$ cat src/rtl/ara_perf_pkg.sv
// Shared types and register map for the Ara performance-counter controller.
package ara_perf_pkg;

  typedef enum logic [1:0] {
    StIdle  = 2'd0,
    StRun   = 2'd1,
    StPause = 2'd2,
    StDone  = 2'd3
  } state_e;

  localparam logic [2:0] RegRuntime = 3'd0;
  localparam logic [2:0] RegDcache  = 3'd1;
  localparam logic [2:0] RegIcache  = 3'd2;
  localparam logic [2:0] RegSbFull  = 3'd3;
  localparam logic [2:0] RegStatus  = 3'd4;

  // Snapshot values zero-extended to the 64-bit read-port width.
  typedef struct packed {
    logic [63:0] runtime;
    logic [63:0] dcache;
    logic [63:0] icache;
    logic [63:0] sb_full;
  } cnt_vec_t;

endpackage

$ cat src/rtl/ara_sat_counter.sv
// Saturating up-counter with a sticky overflow flag.
module ara_sat_counter #(
  parameter int unsigned Width = 64
) (
  input  logic             clk_i,
  input  logic             rst_ni,
  input  logic             en_i,
  input  logic             clr_i,
  output logic [Width-1:0] cnt_o,
  output logic             ovf_o
);

  logic [Width-1:0] cnt_q, cnt_d;
  logic             ovf_q, ovf_d;

  always_comb begin
    cnt_d = cnt_q;
    ovf_d = ovf_q;
    if (clr_i) begin
      cnt_d = '0;
      ovf_d = 1'b0;
    end else if (en_i) begin
      // At all-ones the count holds and the attempt is remembered.
      if (&cnt_q) ovf_d = 1'b1;
      else        cnt_d = cnt_q + Width'(1);
    end
  end

  always_ff @(posedge clk_i or negedge rst_ni) begin
    if (!rst_ni) begin
      cnt_q <= '0;
      ovf_q <= 1'b0;
    end else begin
      cnt_q <= cnt_d;
      ovf_q <= ovf_d;
    end
  end

  assign cnt_o = cnt_q;
  assign ovf_o = ovf_q;

endmodule

$ cat src/rtl/ara_perf_cnt_ctrl.sv
// Kernel runtime / CVA6 stall measurement: arms on sw enable, starts on first
// vector dispatch, snapshots all counters when the clusters drain.
module ara_perf_cnt_ctrl
  import ara_perf_pkg::*;
#(
  parameter int unsigned NrClusters = 4,
  parameter int unsigned CntWidth   = 64
) (
  input  logic                  clk_i,
  input  logic                  rst_ni,
  input  logic                  sw_en_i,
  input  logic                  clear_i,
  input  logic                  acc_req_valid_i,
  input  logic [NrClusters-1:0] cluster_idle_i,
  input  logic                  dcache_miss_i,
  input  logic                  icache_miss_i,
  input  logic                  sb_full_i,
  input  logic                  rd_req_i,
  input  logic [2:0]            rd_addr_i,
  output logic                  rd_valid_o,
  output logic [63:0]           rd_data_o,
  output logic                  busy_o,
  output logic                  done_o
);

  state_e state_q, state_d;

  logic quiet, count_en, snap_take;
  logic [3:0] ev, ovf;
  logic [CntWidth-1:0] cnt    [4];
  logic [CntWidth-1:0] snap_q [4];
  logic [CntWidth-1:0] snap_d [4];
  cnt_vec_t snap_vec;

  logic        rd_valid_q, rd_valid_d;
  logic [63:0] rd_data_q, rd_data_d;

  assign quiet     = (&cluster_idle_i) & ~acc_req_valid_i;
  assign count_en  = (state_q == StRun) || (state_q == StPause);
  assign snap_take = (state_q == StRun) && quiet;

  // Index 0 is the runtime counter, which counts every enabled cycle.
  assign ev = {sb_full_i, icache_miss_i, dcache_miss_i, 1'b1};

  for (genvar gi = 0; gi < 4; gi++) begin : g_cnt
    ara_sat_counter #(.Width(CntWidth)) u_cnt (
      .clk_i  (clk_i),
      .rst_ni (rst_ni),
      .en_i   (count_en & ev[gi]),
      .clr_i  (clear_i),
      .cnt_o  (cnt[gi]),
      .ovf_o  (ovf[gi])
    );
  end

  always_comb begin
    state_d = state_q;
    if (clear_i) begin
      state_d = StIdle;
    end else begin
      case (state_q)
        StIdle:  if (sw_en_i && acc_req_valid_i) state_d = StRun;
        StRun:   if (quiet) state_d = sw_en_i ? StPause : StDone;
        // A fresh dispatch outranks a simultaneous disarm.
        StPause: if (acc_req_valid_i) state_d = StRun;
                 else if (!sw_en_i)   state_d = StDone;
        StDone:  state_d = StDone;
        default: state_d = StIdle;
      endcase
    end
  end

  always_comb begin
    for (int i = 0; i < 4; i++) begin
      snap_d[i] = snap_q[i];
      if (clear_i)        snap_d[i] = '0;
      else if (snap_take) snap_d[i] = cnt[i];
    end
  end

  assign snap_vec.runtime = 64'(snap_q[0]);
  assign snap_vec.dcache  = 64'(snap_q[1]);
  assign snap_vec.icache  = 64'(snap_q[2]);
  assign snap_vec.sb_full = 64'(snap_q[3]);

  // Reads sample snap_q, so a read racing a snapshot sees the older value.
  always_comb begin
    rd_valid_d = 1'b0;
    rd_data_d  = rd_data_q;
    if (clear_i) begin
      rd_data_d = '0;
    end else if (rd_req_i) begin
      rd_valid_d = 1'b1;
      case (rd_addr_i)
        RegRuntime: rd_data_d = snap_vec.runtime;
        RegDcache:  rd_data_d = snap_vec.dcache;
        RegIcache:  rd_data_d = snap_vec.icache;
        RegSbFull:  rd_data_d = snap_vec.sb_full;
        RegStatus:  rd_data_d = 64'({ovf, state_q});
        default:    rd_data_d = '0;
      endcase
    end
  end

  always_ff @(posedge clk_i or negedge rst_ni) begin
    if (!rst_ni) begin
      state_q    <= StIdle;
      rd_valid_q <= 1'b0;
      rd_data_q  <= '0;
      for (int i = 0; i < 4; i++) snap_q[i] <= '0;
    end else begin
      state_q    <= state_d;
      rd_valid_q <= rd_valid_d;
      rd_data_q  <= rd_data_d;
      for (int i = 0; i < 4; i++) snap_q[i] <= snap_d[i];
    end
  end

  assign rd_valid_o = rd_valid_q;
  assign rd_data_o  = rd_data_q;
  assign busy_o     = count_en;
  assign done_o     = (state_q == StDone);

endmodule

$ cat config.mk
export PLATFORM = sky130hd
export DESIGN_NAME = ara_perf_cnt_ctrl
export DESIGN_NICKNAME = d
export VERILOG_FILES = /design/src/rtl/ara_perf_pkg.sv /design/src/rtl/ara_sat_counter.sv /design/src/rtl/ara_perf_cnt_ctrl.sv
export SDC_FILE = /design/constraint.sdc
export NUM_CORES = 1
export LEC_CHECK = 0
export BUFFER_PORTS_ARGS = -buffer_cell sky130_fd_sc_hd__buf_2
export CORE_UTILIZATION = 43
export CTS_CLUSTER_SIZE = 25
export DETAILED_ROUTE_END_ITERATION = 10
export PLACE_DENSITY = 0.57
export SYNTH_ARGS = -nofsm -noshare
export SYNTH_HDL_FRONTEND = slang
export SYNTH_HIERARCHICAL = 1
export SYNTH_SLANG_ARGS = --single-unit
$ cat constraint.sdc
create_clock -name clk_i -period 5.2 [get_ports clk_i]
set_clock_uncertainty 0.05 [all_clocks]
set_input_delay 0.78 -clock clk_i [delete_from_list [all_inputs] [get_ports clk_i]]
set_output_delay 0.78 -clock clk_i [all_outputs]
set_load 0.02 [all_outputs]
# After elaboration in Yosys (flattened, before gate mapping)
# Cells that the tools add are included.
# classes
n_lt_le_gt_ge	0
mux	44
multipliers	0
n_reduce_logical	29
shift	0
eq_ne	14
n_bitwise	5
div	0
addsub	4
# ops
op	count
64-bit 2-to-1 mux	22
64-bit case mux with 5 select lines	1
64-bit by 1-bit adder with 64-bit output, second input constant	4
64-bit AND reduction	4
2-bit nonzero test	10
2-bit AND reduction	8
1-bit 2-to-1 mux	15
2-bit 2-to-1 mux	5
2-bit inequality test, second input constant	4
2-bit case mux with 4 select lines	1
3-bit by 2-bit == test with 1-bit output, second input constant	2
3-bit inequality test, second input constant	2
1-bit bitwise AND	4
2-bit == test, second input constant	2
4-bit inequality test, second input constant	1
4-bit AND reduction	1
3-bit by 1-bit == test with 1-bit output, second input constant	1
3-bit == test, second input constant	1
3-bit zero test	1
3-bit AND reduction	1
2-bit by 1-bit == test with 1-bit output, second input constant	1
1-bit logical AND	2
2-bit zero test	1
1-bit logical OR	1
1-bit inverter	1
# totals
romBits	0
latch_bits	0
mem_bits_rw	0
memories	0
regBits	583
word_cells	111
inputBits	16
out_inout_bits	67

# Logic depth before layout (Yosys ltp)
# Gate-level depths: netlist of the first run.
# depth
ltp_word	5
ltp_mapped	10
ltp_nobuf	9

# Modules after synthesis
# The synthesis of the first run kept the hierarchy.
# modules_own_cells
mod	area_per_inst_um2	cells_each	instances
ara_sat_counter	3856.2	433	4
ara_perf_cnt_ctrl	14577.7	1523	1

# Worst setup path after synthesis of the first run
# OpenSTA, ideal clock, no wires.
# synth_path
kind	register to register
start	register state_q[0]
end	register g_cnt[1].u_cnt.cnt_q[10]
setup_ns	0.132
path_stages_with_launch	11
arrival_ns	2.260
setup_slack_ns	2.759
cell_sequence	dfrtp_1 -> inv_1 -> ha_1 -> and2_1 -> clkbuf_1 -> clkbuf_1 -> clkbuf_1 -> nand4_1 -> a21oi_1 -> xnor2_1 -> nor2_1
# synth_between
elab_chain_cells	5
# synth_rtl
item	line	rtl
start: declaration	ara_perf_cnt_ctrl.sv:26	state_e state_q, state_d;
start signal: assignment	ara_perf_cnt_ctrl.sv:107	state_q <= StIdle;
start signal: assignment	ara_perf_cnt_ctrl.sv:112	state_q <= state_d;
2-bit by 1-bit == test with 1-bit output or 2-bit == test (tied branches)	ara_perf_cnt_ctrl.sv:39	assign count_en = (state_q == StRun) || (state_q == StPause);
1-bit logical OR *	ara_perf_cnt_ctrl.sv:39	
via busy_o	ara_perf_cnt_ctrl.sv:22	output logic busy_o,
1-bit bitwise AND *	ara_perf_cnt_ctrl.sv:49	.en_i (count_en & ev[gi]),
2-bit nonzero test (no source line) *	n/a	
2-bit AND reduction (no source line) *	n/a	
end signal: assignment	ara_sat_counter.sv:34	cnt_q <= cnt_d;
end: declaration	ara_sat_counter.sv:13	logic [Width-1:0] cnt_q, cnt_d;
# The timed path passes the listed nets; every way through them passes the cells marked *.
# A chain may end at the register's enable or synchronous reset.

# Final worst setup path of the first run
# layout_path
start	register state_q[0]
end	register g_cnt[3].u_cnt.cnt_q[58]
# layout_between
elab_chain_cells	5
# layout_rtl
item	line
2-bit by 1-bit == test with 1-bit output or 2-bit == test (tied branches)	ara_perf_cnt_ctrl.sv:39
1-bit logical OR *	ara_perf_cnt_ctrl.sv:39
1-bit bitwise AND *	ara_perf_cnt_ctrl.sv:49
2-bit nonzero test (no source line) *	n/a
2-bit AND reduction (no source line) *	n/a
end signal: assignment	ara_sat_counter.sv:34
end: declaration	ara_sat_counter.sv:13
# Every way passes the cells marked *; elsewhere a longest branch is shown, timed or not.

==> results.json, run 1 <==
{
  "slowest_stage": "and2_1",
  "path_buf_inv": 2,
  "final_common_cell": "nand2_1",
  "pin_count": 83,
  "vias": 24800,
  "clock-sinks": 583,
  "die_h_um": 266.1,
  "syn-num-nets": 3279,
  "synth-seq-area-share_pct": 48.63,
  "clkSlewWorstSetupHoldPaths_ps": 60,
  "async_flop_share_pct": 100.0,
  "slew_violations": 0,
  "multiInputGateArea_sq_um": 14160,
  "synth.distinct_cells": 61,
  "core_sq_um": 68830,
  "cp.arrival_ps": 3860,
  "gp_congestion": 0.9030,
  "tns_ps": 0,
  "synth-edff-count": 0,
  "worst_setup_path_end_kind": "flop",
  "status": "completed",
  "fmax_mhz": 290.6,
  "fp.dieW_um": 266.1,
  "hpwl_um": 61590,
  "setup_viol": 0,
  "crit_type": "reg -> reg",
  "cp_cell_sequence": "inv_1, ha_1, and2_1, inv_1, nor4_1, nand4_1, nor3b_1, xnor2_1, nor2_1",
  "synth_area_sq_um": 30000,
  "cts_buffers": 68,
  "ys_ff_latch": 583,
  "start_kind": "flop",
  "crit_top_cell": "inv_1",
  "clock_latency_ps": 610,
  "drc": 0,
  "htreeDepth": 3,
  "yosysWarnings": 6,
  "root_buffer": "clkbuf_16",
  "overflow": 0,
  "dieArea_sq_um": 70830,
  "whs_ps": 209.6,
  "period_needed_ps": 3441,
  "rrSetupSlack_ps": 1760,
  "grt_usage_pct": 25.64,
  "max_slew.worst_pin.slew_ps": 1299,
  "drive_above_1_share_pct": 9.625,
  "layout.nets": 3261,
  "dr.pass1.iters": 5,
  "preCtsSetupSlack_ps": 1850,
  "cts_setup_buffers": 0,
  "fin_cells": 4214,
  "cts_resized": 0,
  "hold_viol_final": 0,
  "holdBufCountCts": 0,
  "dp.cells": 4098,
  "rsz0062_at_grt": "false",
  "dr.first_iter.drc_count": 2272,
  "grt_max_degree": 158,
  "period_share_pct": 66.17,
  "nFillCells": 6557,
  "std_cell_rows": 96,
  "synth_ff_type": "dfrtp_1",
  "place.port_buffers": 82,
  "postRouteAntennaNets": 0,
  "grt_pass1_wl_um": 142400,
  "critPathTopFamily": "simple AND/OR/NAND/NOR gates",
  "worst_slew_margin_rel_pct": 12.68,
  "setup_slack_ps": 1759,
  "synthCells": 3255,
  "layout_common_cells": "nand2_1 (624), dfrtp_1 (583), a21oi_1 (389)",
  "avgRoutedWirePerCell_um": 21.60,
  "antenna_found_initial": 0,
  "diodes": 0,
  "worstPathRequired_ps": 5620,
  "syn_avg_cell_area_sq_um": 9.217,
  "routed_wirelength_um": 91010,
  "tritoncts": "done",
  "viasPerCell": 5.885,
  "p_per_area_nw_per_um2": 301.9,
  "p_leak_nw": 13.51,
  "hold_path.class": "in -> async",
  "clockBufferDepth": 3,
  "area_delta_synth_final_pct": 10.36,
  "peakVddDrop_uv": 219.4,
  "worst_path_largest_cell_delay_ps": 820,
  "register_area_sq_um": 14590,
  "totalPowerFinal_w": 0.009997,
  "first_global_vias": 23960,
  "cp_max_fo": 26,
  "max_cap_viol_count": 0,
  "start_util_pct": 43.59
}
==> cell families (layout without fill, tap and decap cells) <==
| group | after synthesis | in the layout | share of synthesized area, % |
|---|---|---|---|
| compound gates | 645 | 645 | 12.83 |
| xor+xnor | 140 | 140 | 4.087 |
| fa+ha+maj | 8 | 8 | 0.3336 |
| buf+inv | 251 | 279 | 4.237 |
| flops | 583 | 583 | 48.63 |
| mux | 156 | 156 | 5.321 |
| simple gates | 1472 | 1472 | 24.57 |
==> path summary, 6_finish.rpt <==
kind | to | startpoint | cells past startpoint
worst max-delay path | g_cnt[3].u_cnt/cnt_o[58]$_DFFE_PN0P_ | state_q[0]$_DFFE_PN0P_ | 9
worst min-delay path | g_cnt[1].u_cnt/cnt_o[23]$_DFFE_PN0P_ | rst_ni | 1
worst max register to register | g_cnt[3].u_cnt/cnt_o[58]$_DFFE_PN0P_ | state_q[0]$_DFFE_PN0P_ | 9
worst min register to register | rd_data_o[47]$_DFFE_PN0P_ | rd_data_o[47]$_DFFE_PN0P_ | 1
max in group asynchronous | rd_data_o[47]$_DFFE_PN0P_ | rst_ni | 2
min in group clk_i | rd_data_o[47]$_DFFE_PN0P_ | rd_data_o[47]$_DFFE_PN0P_ | 1
==> where the power goes <==
group,internal (W),switching (W)
sequential,0.00456,0.0000407
clock,0.00278,0.00194
combinational,0.000151,0.000522
total,0.00749,0.00251
==> through the flow <==
| step | util (%) | cell area, sq um |
|---|---|---|
| after global placement | 44.95 | 30940 |
| after detailed placement | 44.95 | 30940 |
| after CTS | 48.11 | 33110 |
| after global routing | 48.11 | 33110 |
| after floorplan | - | 30000 |
| final | 48.11 | 33110 |
==> worst register-to-register path: cells and delay by family (launching register included) <==
kind                       cells  cell delay, ps
xor gates and xnor gates       1             150
adders and majority gates      1             450
buffers and inverters          2             470
DFF                            1             440
and+or+nand+nor                5            1740
==> area by class of cell <==
cell class                      count  area share, %
Clock buffer                      100          6.084
Multi-Input combinational cell   2421          42.77
Clock inverter                     16         0.4799
Tap cell                          931          3.518
Timing Repair Buffer              120          2.596
Sequential cell                   583          44.06
Inverter                           43         0.4875
==> synthesized netlist by cell type, drive strengths merged, types with 52 or more instances <==
cell type	instances	share of area, %
a21oi	389	6.5
a22o	58	1.7
buf	116	2.5
clkbuf	92	1.2
dfrtp	583	49
mux2i	128	4.3
nand2	628	7.9
nand3	100	1.7
nand4	153	3.8
nor2	249	3.1
nor3	85	1.6
nor4	73	2.2
o21ai	52	0.87
o22ai	58	1.2
or3	52	1.1
xnor2	124	3.6
==> layer usage <==
layer,track usage [%],share of wire [%]
met5,0,0
met3,3.041,4.6
met4,7.673,2.9
met2,39.68,46
met1,37.58,47
==> registers in the layout, indices dropped and copies added (netlist names) <==
signal / cells
rd_valid_o: 1
snap_q: 256
g_cnt.u_cnt/ovf_o: 4
g_cnt.u_cnt/cnt_o: 256
state_q: 2
rd_data_o: 64
No activity file was read; power rests on OpenSTA's default activity.
==> run 2, diff against run 1 <==
Settings changed: ABC_AREA set to 1, PLACE_DENSITY 0.57 to 0.56.
Clock period 5.2 ns to 3.3 ns, I/O delays scaled along.
==> run 2 against run 1 <==
Effect of this change: design area increased by 16%; maximum frequency increased by 26%; setup slack got worse by 1200 ps; critical path type unchanged; highest routed layer is now met5.
==> results.json, run 2 <==
{
  "avgRoutedWirePerCell_um": 20.52,
  "cts_resized": 0,
  "cp.arrival_ps": 3200,
  "rsz0062_at_grt": "false",
  "status": "completed",
  "die_h_um": 284.2,
  "setup_slack_ps": 578.7,
  "core_sq_um": 78870,
  "start_kind": "flop",
  "drc": 0,
  "p_per_area_nw_per_um2": 454.4,
  "worst_slew_margin_rel_pct": 34.22,
  "synth_area_sq_um": 34230,
  "routed_wirelength_um": 127700,
  "dr.pass1.iters": 6,
  "period_share_pct": 82.46,
  "holdPathStages": 5,
  "reg2reg_from": "state_q[1]$_DFFE_PN0P_",
  "hold_path.class": "in -> reg",
  "clock_latency_ps": 620,
  "root_buffer": "clkbuf_16",
  "synth-edff-count": 0,
  "grt_pass1_wl_um": 195800,
  "place.port_buffers": 82,
  "viasPerCell": 5.370,
  "crit_type": "reg -> reg",
  "std_cell_rows": 103,
  "post-route-util_pct": 48.60,
  "final_common_cell": "nand2_1",
  "dr.first_iter.drc_count": 3438,
  "vias": 33430,
  "first_global_vias": 31100,
  "hold_viol_final": 0,
  "yosysWarnings": 6,
  "tritoncts": "done",
  "max_cap_viol_count": 0,
  "cp_max_fo": 38,
  "grt_max_degree": 203,
  "fin_cells": 6226,
  "yosys.area.top_type_share_pct": 42.62,
  "synth_top_area_cell": "dfrtp_1",
  "ys_top_cells_by_area": "dfrtp_1 (43%), nand2_1 (21%), nor2_1 (8.9%), nand3_1 (7.7%), inv_1 (3.6%)",
  "async_flop_share_pct": 100.0,
  "ys_ff_latch": 583,
  "synth.top_cells.by_count": "nand2_1 (1882), nor2_1 (810), dfrtp_1 (583)",
  "swShare_pct": 27.99,
  "dieArea_sq_um": 80740,
  "layout_common_cells": "nand2_1 (1882), nor2_1 (809), dfrtp_1 (583)",
  "area_delta_synth_final_pct": 11.98,
  "preCtsSetupSlack_ps": 583.6,
  "grt_usage_pct": 31.46,
  "fmax_mhz": 367.5,
  "p_switching_w": 0.004875,
  "setup_viol": 0,
  "syn_avg_cell_area_sq_um": 6.727,
  "endpoint": "g_cnt[3].u_cnt/cnt_o[12]$_DFFE_PN0P_",
  "peakVddDrop_uv": 369.7,
  "dp.cells": 6099,
  "synth.distinct_cells": 33,
  "synth_ff_type": "dfrtp_1",
  "synth.most_common_cell": "nand2_1",
  "htreeDepth": 3,
  "reg2reg_to": "g_cnt[3].u_cnt/cnt_o[12]$_DFFE_PN0P_",
  "period_needed_ps": 2721,
  "clock-sinks": 583,
  "gp_congestion": 0.9689,
  "pin_count": 83,
  "reg2reg_depth": 10,
  "clockBufferDepth": 3,
  "slew_violations": 0,
  "postRouteAntennaNets": 0,
  "p_int_w": 0.01254,
  "clock_power_share_pct": 46.8,
  "worstPathRequired_ps": 3780,
  "overflow": 0,
  "startpoint": "state_q[1]$_DFFE_PN0P_",
  "p_leak_nw": 16.44,
  "rrSetupSlack_ps": 580,
  "hpwl_um": 94170,
  "tns_ps": 0,
  "synthCells": 5089,
  "worst_setup_path_end_kind": "flop",
  "diodes": 0,
  "drive_above_1_share_pct": 8.327,
  "fp.dieW_um": 284.2,
  "layout.nets": 5147,
  "syn-num-nets": 5113,
  "clkSlewWorstSetupHoldPaths_ps": 60,
  "p_seq_share_pct": 42.0,
  "max_slew.worst_pin.slew_ps": 986.8,
  "synth-seq-area-share_pct": 42.62,
  "pwr-share-comb_pct": 11.3,
  "antenna_found_initial": 2,
  "start_util_pct": 43.40,
  "cts_buffers": 71
}
-- run 2: cell types whose count changed in the layout (fill, tap and decap cells not counted), moves of 87 or more --
cell | before | now
o21ai_0 | 52 | 139
nand2_1 | 624 | 1882
nor2_1 | 244 | 809
mux2i_1 | 128 | 0
nand3_1 | 96 | 524
a21oi_1 | 389 | 199
xnor2_1 | 124 | 8
inv_1 | 43 | 325
-- run 2: repair_timing --
action | CTS | global route
hold buffers | 1 | 0
buffers inserted | 0 | 0
endpoints found under the hold margin | 19 | 0
-- run 2: worst min-delay path by stage --
stage / slack [ps] / end / startpoint
2_1_floorplan: 150 / g_cnt[0].u_cnt/cnt_o[0]$_DFFE_PN0P_ / rst_ni
3_5_place_dp: 350 / g_cnt[2].u_cnt/cnt_o[21]$_DFFE_PN0P_ / rst_ni
4_1_cts: 260 / g_cnt[3].u_cnt/ovf_o$_DFFE_PN0P_ / sb_full_i
3_3_place_gp: 350 / g_cnt[2].u_cnt/cnt_o[7]$_DFFE_PN0P_ / rst_ni
6_report: 270 / g_cnt[3].u_cnt/ovf_o$_DFFE_PN0P_ / sb_full_i
5_1_grt: 290 / g_cnt[3].u_cnt/ovf_o$_DFFE_PN0P_ / sb_full_i
-- run 2: per-layer routing --
layer / GRT usage, % / part of all wire, %
met1: 44.81 / 46
met4: 9.220 / 2.8
met3: 4.005 / 6.0
met2: 49.85 / 46
met5: 0 / 0.016
-- run 2: kinds of logic after synthesis --
| group | Yosys count | share of synthesized area [%] |
|---|---|---|
| AOI/OAI and AO/OA | 495 | 8.195 |
| DFF | 583 | 42.62 |
| buffers and inverters | 562 | 6.945 |
| and+or+nand+nor | 3405 | 41.03 |
| xor gates and xnor gates | 36 | 0.9211 |
| adders and majority gates | 8 | 0.2924 |
-- run 2: worst max-delay path, cell delays in order, from the launching register on --
cell      delay, ps
dfrtp_1         450
inv_1           110
ha_1            660
buf_4           250
nand2_1          50
inv_1            70
inv_1            60
o21bai_2        250
buf_4           430
nand2_1         110
o21ai_0         100
-- run 2: final cells by class --
class | instances | area [sq um]
Fill cell | 8202 | 40540
Timing Repair Buffer | 184 | 1448
Sequential cell | 583 | 14590
Inverter | 339 | 1287
Clock inverter | 17 | 232.7
Clock buffer | 109 | 2161
Tap cell | 1050 | 1314
Multi-Input combinational cell | 3944 | 17300
-- run 2: through the flow --
step / instance area (sq um) / power (W) / hold slack (ps)
global route: 38330 / 0.01803 / 289.9
floorplan: 34230 / 0.008752 / 149.4
global placement: 35930 / 0.009396 / 350.7
CTS: 38330 / 0.01757 / 259.4
detailed placement: 35930 / 0.009401 / 348.6
finish: 38330 / 0.01742 / 272.8
-- run 2: power groups by stage --
stage,clock network (W),logic [W],registers (W)
finish,0.00814,0.00196,0.00731
global route,0.00857,0.00214,0.00732
CTS,0.00829,0.00197,0.00731
detailed placement,0,0.00196,0.00744
global placement,0,0.00196,0.00743
floorplan,0,0.00134,0.00741
